[src/rtl/clk_div_multi.sv]
// clk_div_multi: N-channel programmable clock divider.
//   Each channel toggles its sclk output every D+1 clocks, where D is that
//   channel's active divisor. Each toggle raises a one-cycle tick strobe.
//   A divisor written at run time waits in a pending slot and is taken over
//   at the next terminal count, so no half-period is ever cut or stretched.
//   sync restarts every enabled channel from phase zero.
// Ports:
//   clk      system clock, all logic on posedge
//   rst_n    synchronous reset, active low
//   en       per-channel run enable
//   sync     phase-align pulse for all enabled channels
//   wr_en    divisor write strobe
//   wr_sel   channel index for the write (out-of-range index is ignored)
//   wr_data  new divisor value
//   sclk     divided clock outputs (registered)
//   tick     one-cycle strobe in the cycle sclk toggles (registered)
//   pending  divisor written but not yet applied (registered)
module clk_div_multi #(
   parameter int unsigned N_CH        = 4,
   parameter int unsigned WIDTH       = 32,
   parameter int unsigned DEFAULT_DIV = 100000
) (
   input  logic                                 clk,
   input  logic                                 rst_n,
   input  logic [N_CH-1:0]                      en,
   input  logic                                 sync,
   input  logic                                 wr_en,
   input  logic [((N_CH > 1) ? $clog2(N_CH) : 1)-1:0] wr_sel,
   input  logic [WIDTH-1:0]                     wr_data,
   output logic [N_CH-1:0]                      sclk,
   output logic [N_CH-1:0]                      tick,
   output logic [N_CH-1:0]                      pending
);

   localparam int unsigned SEL_W = (N_CH > 1) ? $clog2(N_CH) : 1;

   logic [WIDTH-1:0] cnt      [N_CH];
   logic [WIDTH-1:0] div_act  [N_CH];
   logic [WIDTH-1:0] div_pend [N_CH];
   logic [N_CH-1:0]  wr_hit;
   logic [N_CH-1:0]  term;

   // Decode the write target; an index >= N_CH matches no channel.
   always_comb begin
      wr_hit = '0;
      term   = '0;
      for (int i = 0; i < N_CH; i++) begin
         wr_hit[i] = wr_en && (wr_sel == SEL_W'(i));
         term[i]   = (cnt[i] == div_act[i]);
      end
   end

   // Per-channel counter, divisor reload and output registers.
   always_ff @(posedge clk) begin
      if (!rst_n) begin
         for (int i = 0; i < N_CH; i++) begin
            cnt[i]      <= '0;
            div_act[i]  <= WIDTH'(DEFAULT_DIV);
            div_pend[i] <= '0;
         end
         sclk    <= '0;
         tick    <= '0;
         pending <= '0;
      end else begin
         for (int i = 0; i < N_CH; i++) begin
            if (!en[i] || sync) begin
               // Idle or phase restart: a safe point to take a new divisor.
               cnt[i]  <= '0;
               sclk[i] <= 1'b0;
               tick[i] <= 1'b0;
               if (en[i] && wr_hit[i]) begin
                  div_act[i] <= wr_data;
                  pending[i] <= 1'b0;
               end else if (wr_hit[i]) begin
                  div_pend[i] <= wr_data;
                  pending[i]  <= 1'b1;
               end else if (pending[i]) begin
                  div_act[i] <= div_pend[i];
                  pending[i] <= 1'b0;
               end
            end else if (term[i]) begin
               cnt[i]  <= '0;
               sclk[i] <= ~sclk[i];
               tick[i] <= 1'b1;
               // A write landing on the terminal count bypasses the pending slot.
               if (wr_hit[i]) begin
                  div_act[i] <= wr_data;
                  pending[i] <= 1'b0;
               end else if (pending[i]) begin
                  div_act[i] <= div_pend[i];
                  pending[i] <= 1'b0;
               end
            end else begin
               cnt[i]  <= cnt[i] + WIDTH'(1);
               tick[i] <= 1'b0;
               if (wr_hit[i]) begin
                  div_pend[i] <= wr_data;
                  pending[i]  <= 1'b1;
               end
            end
         end
      end
   end

endmodule
[config.mk]
export PLATFORM = sky130hd
export DESIGN_NAME = clk_div_multi
export DESIGN_NICKNAME = d
export VERILOG_FILES = /design/src/rtl/clk_div_multi.sv
export SDC_FILE = /design/constraint.sdc
export NUM_CORES = 1
export LEC_CHECK = 0
export ABC_AREA = 1
export CORE_UTILIZATION = 25
export DETAILED_ROUTE_END_ITERATION = 6
export DONT_BUFFER_PORTS = 1
export SLEW_MARGIN = 40
export SYNTH_ARGS = -nofsm -noshare
export SYNTH_HDL_FRONTEND = slang
export SYNTH_SLANG_ARGS = --single-unit
[constraint.sdc]
create_clock -name clk -period 5.68 [get_ports clk]
set_input_delay 1.136 -clock clk [delete_from_list [all_inputs] [get_ports clk]]
set_output_delay 1.136 -clock clk [all_outputs]
set_load 0.005 [all_outputs]
==> metrics.md <==
| Metric | Value |
|---|---|
| Drt first-iter violations | `about 1500` |
| PD cells | `~290 nW/um2` |
| Clock transition at the registers of the reported paths | `about 0.060 ns` |
| Final min period | `3.452 ns` |
| Global-route wire length before repair | `approximately 89 mm` |
| Layout Utilization | `29.17%` |
| Net count, final | `2530` |
| FMAX | `289.7 MHz` |
| Synthesized flop and latch total | `slightly below 400` |
| R2R Path Start | `cnt[1][25]` |
| Crit path max fanout | `34` |
| Clock root buffer master | `clkbuf_16` |
| CTS tree | `done` |
| Critical Path AT | `3.77 ns` |
| Core area | `83950 um2` |
| Sequential share of the synthesized area | `around 55%` |
| Synth Area per Inst | `between 8 and 9 um2` |
| FP Rows | `106` |
| Post-DRT Antenna Nets | `0` |
| Setup TNS | `0 ns` |
| Share of Yosys cell area claimed by the top area cell type | `54.21%` |
| Synth top cells by count | `nand2_1 (569), edfxtp_1 (384), nor2_1 (367), inv_1 (258), nand3_1 (141)` |
| Clock Latency Late Sink | `0.59 ns` |
| Worst R2R End | `div_pend[1][25]` |
| Die Y | `293.7 um` |
| Hold path startpoint | `div_pend[3][18]` |
| Post-CTS Hold Buffers | `0` |
| Worst Path Required | `roughly 6.0 ns` |
| Most used DFF post-synth | `edfxtp_1` |
| Die Footprint | `86260 um2` |
| Maxcap violations | `0` |
| Fin area | `between 20000 and 25000 um2` |
| Kind of critical path | `reg2reg` |
| RSZ-0062 raised after global routing | `no` |
| Worst ir drop on vdd | `0.0002034 V` |
| Worst r2r path cells | `11` |
| Fin cells | `3655` |
| I/O pin count | `between 50 and 60` |
| Vias in the first global route | `15334` |
| Final Setup Violations | `0` |
| Initial antenna violation count | `2` |
| DR WL/cell | `15.71 um` |
| GRT Residual Overflow | `0` |
| Final WL | `57.41 mm` |
| Final setup margin | `about 2.2 ns` |
| Gate Count Post-Synth | `2372` |
| Post-CTS Resized | `0` |
| CTS Buf Count | `46` |
| DP Cell Count | `between 3000 and 4000` |
| Initial DRT Pass Iterations | `5` |
| Post-synth EDFFs | `384` |
| Critical Path Source | `cnt[1][25]` |
| Ranking of synthesized cells by area | `edfxtp_1 (54%), nand2_1 (10%), nor2_1 (6.5%)` |
| Vias | `16005` |
| Placement-stage worst setup slack | `2.005 ns` |
| Static Leakage | `9.442 nW` |
| Clock Skew | `0.03309 ns` |
| Asr flop ratio synth | `0%` |
| Rel. slew slack | `roughly half` |
| Via density | `4.379` |
| Initial Utilization | `25.34%` |
| Area of the multi-input gates | `8527 um2` |
| Hold Crit Class | `reg2reg` |
| Status | `finished, final reports clean` |
| Final hold vios | `0` |
| Clock sinks | `396` |
| Post-CTS Setup Inserts | `0` |
| Most frequent cell after synthesis | `nand2_1` |
| Synth cell types | `51` |
| R2R Setup Slk | `2.23 ns` |
| Die W | `293.7 um` |
| Largest net degree at the start of global routing | `51` |
| Hpwl dp | `40.69 mm` |
| CP Capture Point | `div_pend[1][25]` |
| Placer Congestion | `0.8656` |
| Drt drc | `0` |
| Sequential Area | `11770 um2` |
| Worst setup EP type | `register` |
| Post-DP Area | `~23000 um2` |
| Tcrit/Tclk final | `roughly three fifths` |
| Diode count | `0` |
| Clock H-tree levels | `2` |
| Leading area contributor after synthesis | `edfxtp_1` |
| Layout cells sized above 1 | `between 8 and 9%` |
| PortBufs | `0` |
| Mapped cell area | `21270 um2` |
| Gr usage total | `13.34%` |
| CP startpoint kind | `register` |
| Synth warn | `0` |
| Worst Max-Slew Pin Slew | `0.7648 ns` |
| Fillers | `8793` |
| Clk buf depth | `3` |
| Area delta synth->final | `15.13%` |
| Max-slew violations | `0` |
## worst min-delay path by stage
| stage | end | slack (ns) | cells after the start |
|---|---|---|---|
| 2_1_floorplan | sclk[3] | 0.47 | 2 |
| 3_3_place_gp | div_act[3][22] | 0.49 | 2 |
| 3_5_place_dp | div_act[3][29] | 0.50 | 2 |
| 4_1_cts | div_act[3][29] | 0.51 | 2 |
| 5_1_grt | div_act[3][8] | 0.53 | 2 |
| 6_report | div_act[3][18] | 0.51 | 2 |
## metrics by stage
step / power [W] / hold WS, ns
6_report: 0.007035 / 0.5082
2_1_floorplan: 0.003776 / 0.4705
5_1_grt: 0.007281 / 0.5299
4_1_cts: 0.007100 / 0.5103
3_5_place_dp: 0.003899 / 0.4963
3_3_place_gp: 0.003893 / 0.4948
## logic make-up after synthesis
family                   after synthesis  share of synthesized area, %
flip-flops                           396                         55.33
AND/OR/NAND/NOR                     1325                         27.71
other                                  1                       0.01763
buffers and inverters                353                         6.899
AO/OA/AOI/OAI                        167                         4.617
adder cells (fa/ha/maj)                4                        0.2353
XOR/XNOR                             126                         5.188
## critical path: stages (launching register included)
cell and delay, ns:
edfxtp_1 0.50, xnor2_1 0.19, nand2_1 0.07, nor2_1 0.11, nand2_1 0.07, nor2_1 0.21
nand2_2 0.11, nand2_2 0.55, o21ai_2 0.15, nand2_4 0.36, nand2_1 0.46, buf_4 0.38
## state kept, by name, summed over array words and instances, names as in the netlist
| name | cells |
|---|---|
| cnt | 128 |
| div_act | 128 |
| pending | 4 |
| tick | 4 |
| sclk | 4 |
| div_pend | 128 |
## metal layers
metal	global-route usage (%)	vias to the layer above	routed length [um]
met4	4.929	4	2036
met2	20.95	496	25570
met5	0	-	19
met1	17.66	7449	25060
met3	3.308	103	4732
li1	-	7953	-
## power breakdown
| part | total, W | switching, W | internal (W) | leakage, nW |
|---|---|---|---|---|
| Clock | 0.00319 | 0.00129 | 0.00191 | 0.780 |
| Sequential | 0.00343 | 0.0000971 | 0.00334 | 4.06 |
| Combinational | 0.000407 | 0.000284 | 0.000123 | 4.61 |
## cell usage in the layout (no fill, tap or decap), types with 34 or more instances in the layout
cell       instances
xor2_1            34
nor2_1           365
nand2_1          566
clkbuf_16         47
nor3_1            67
nand3_1          141
inv_1            255
nand4_1           44
xnor2_1           92
edfxtp_1         384
a21oi_1          109
conb_1           128
## area by class of cell
type	instances	share of cell area, %
repair buffers	14	0.4291
flip-flops and latches	396	48.06
multi-input cells	1750	34.81
well taps	1134	5.793
clock inverters	32	1.563
inverters	276	4.240
clock buffers	53	5.098
No activity file was read; power rests on OpenSTA's default activity.
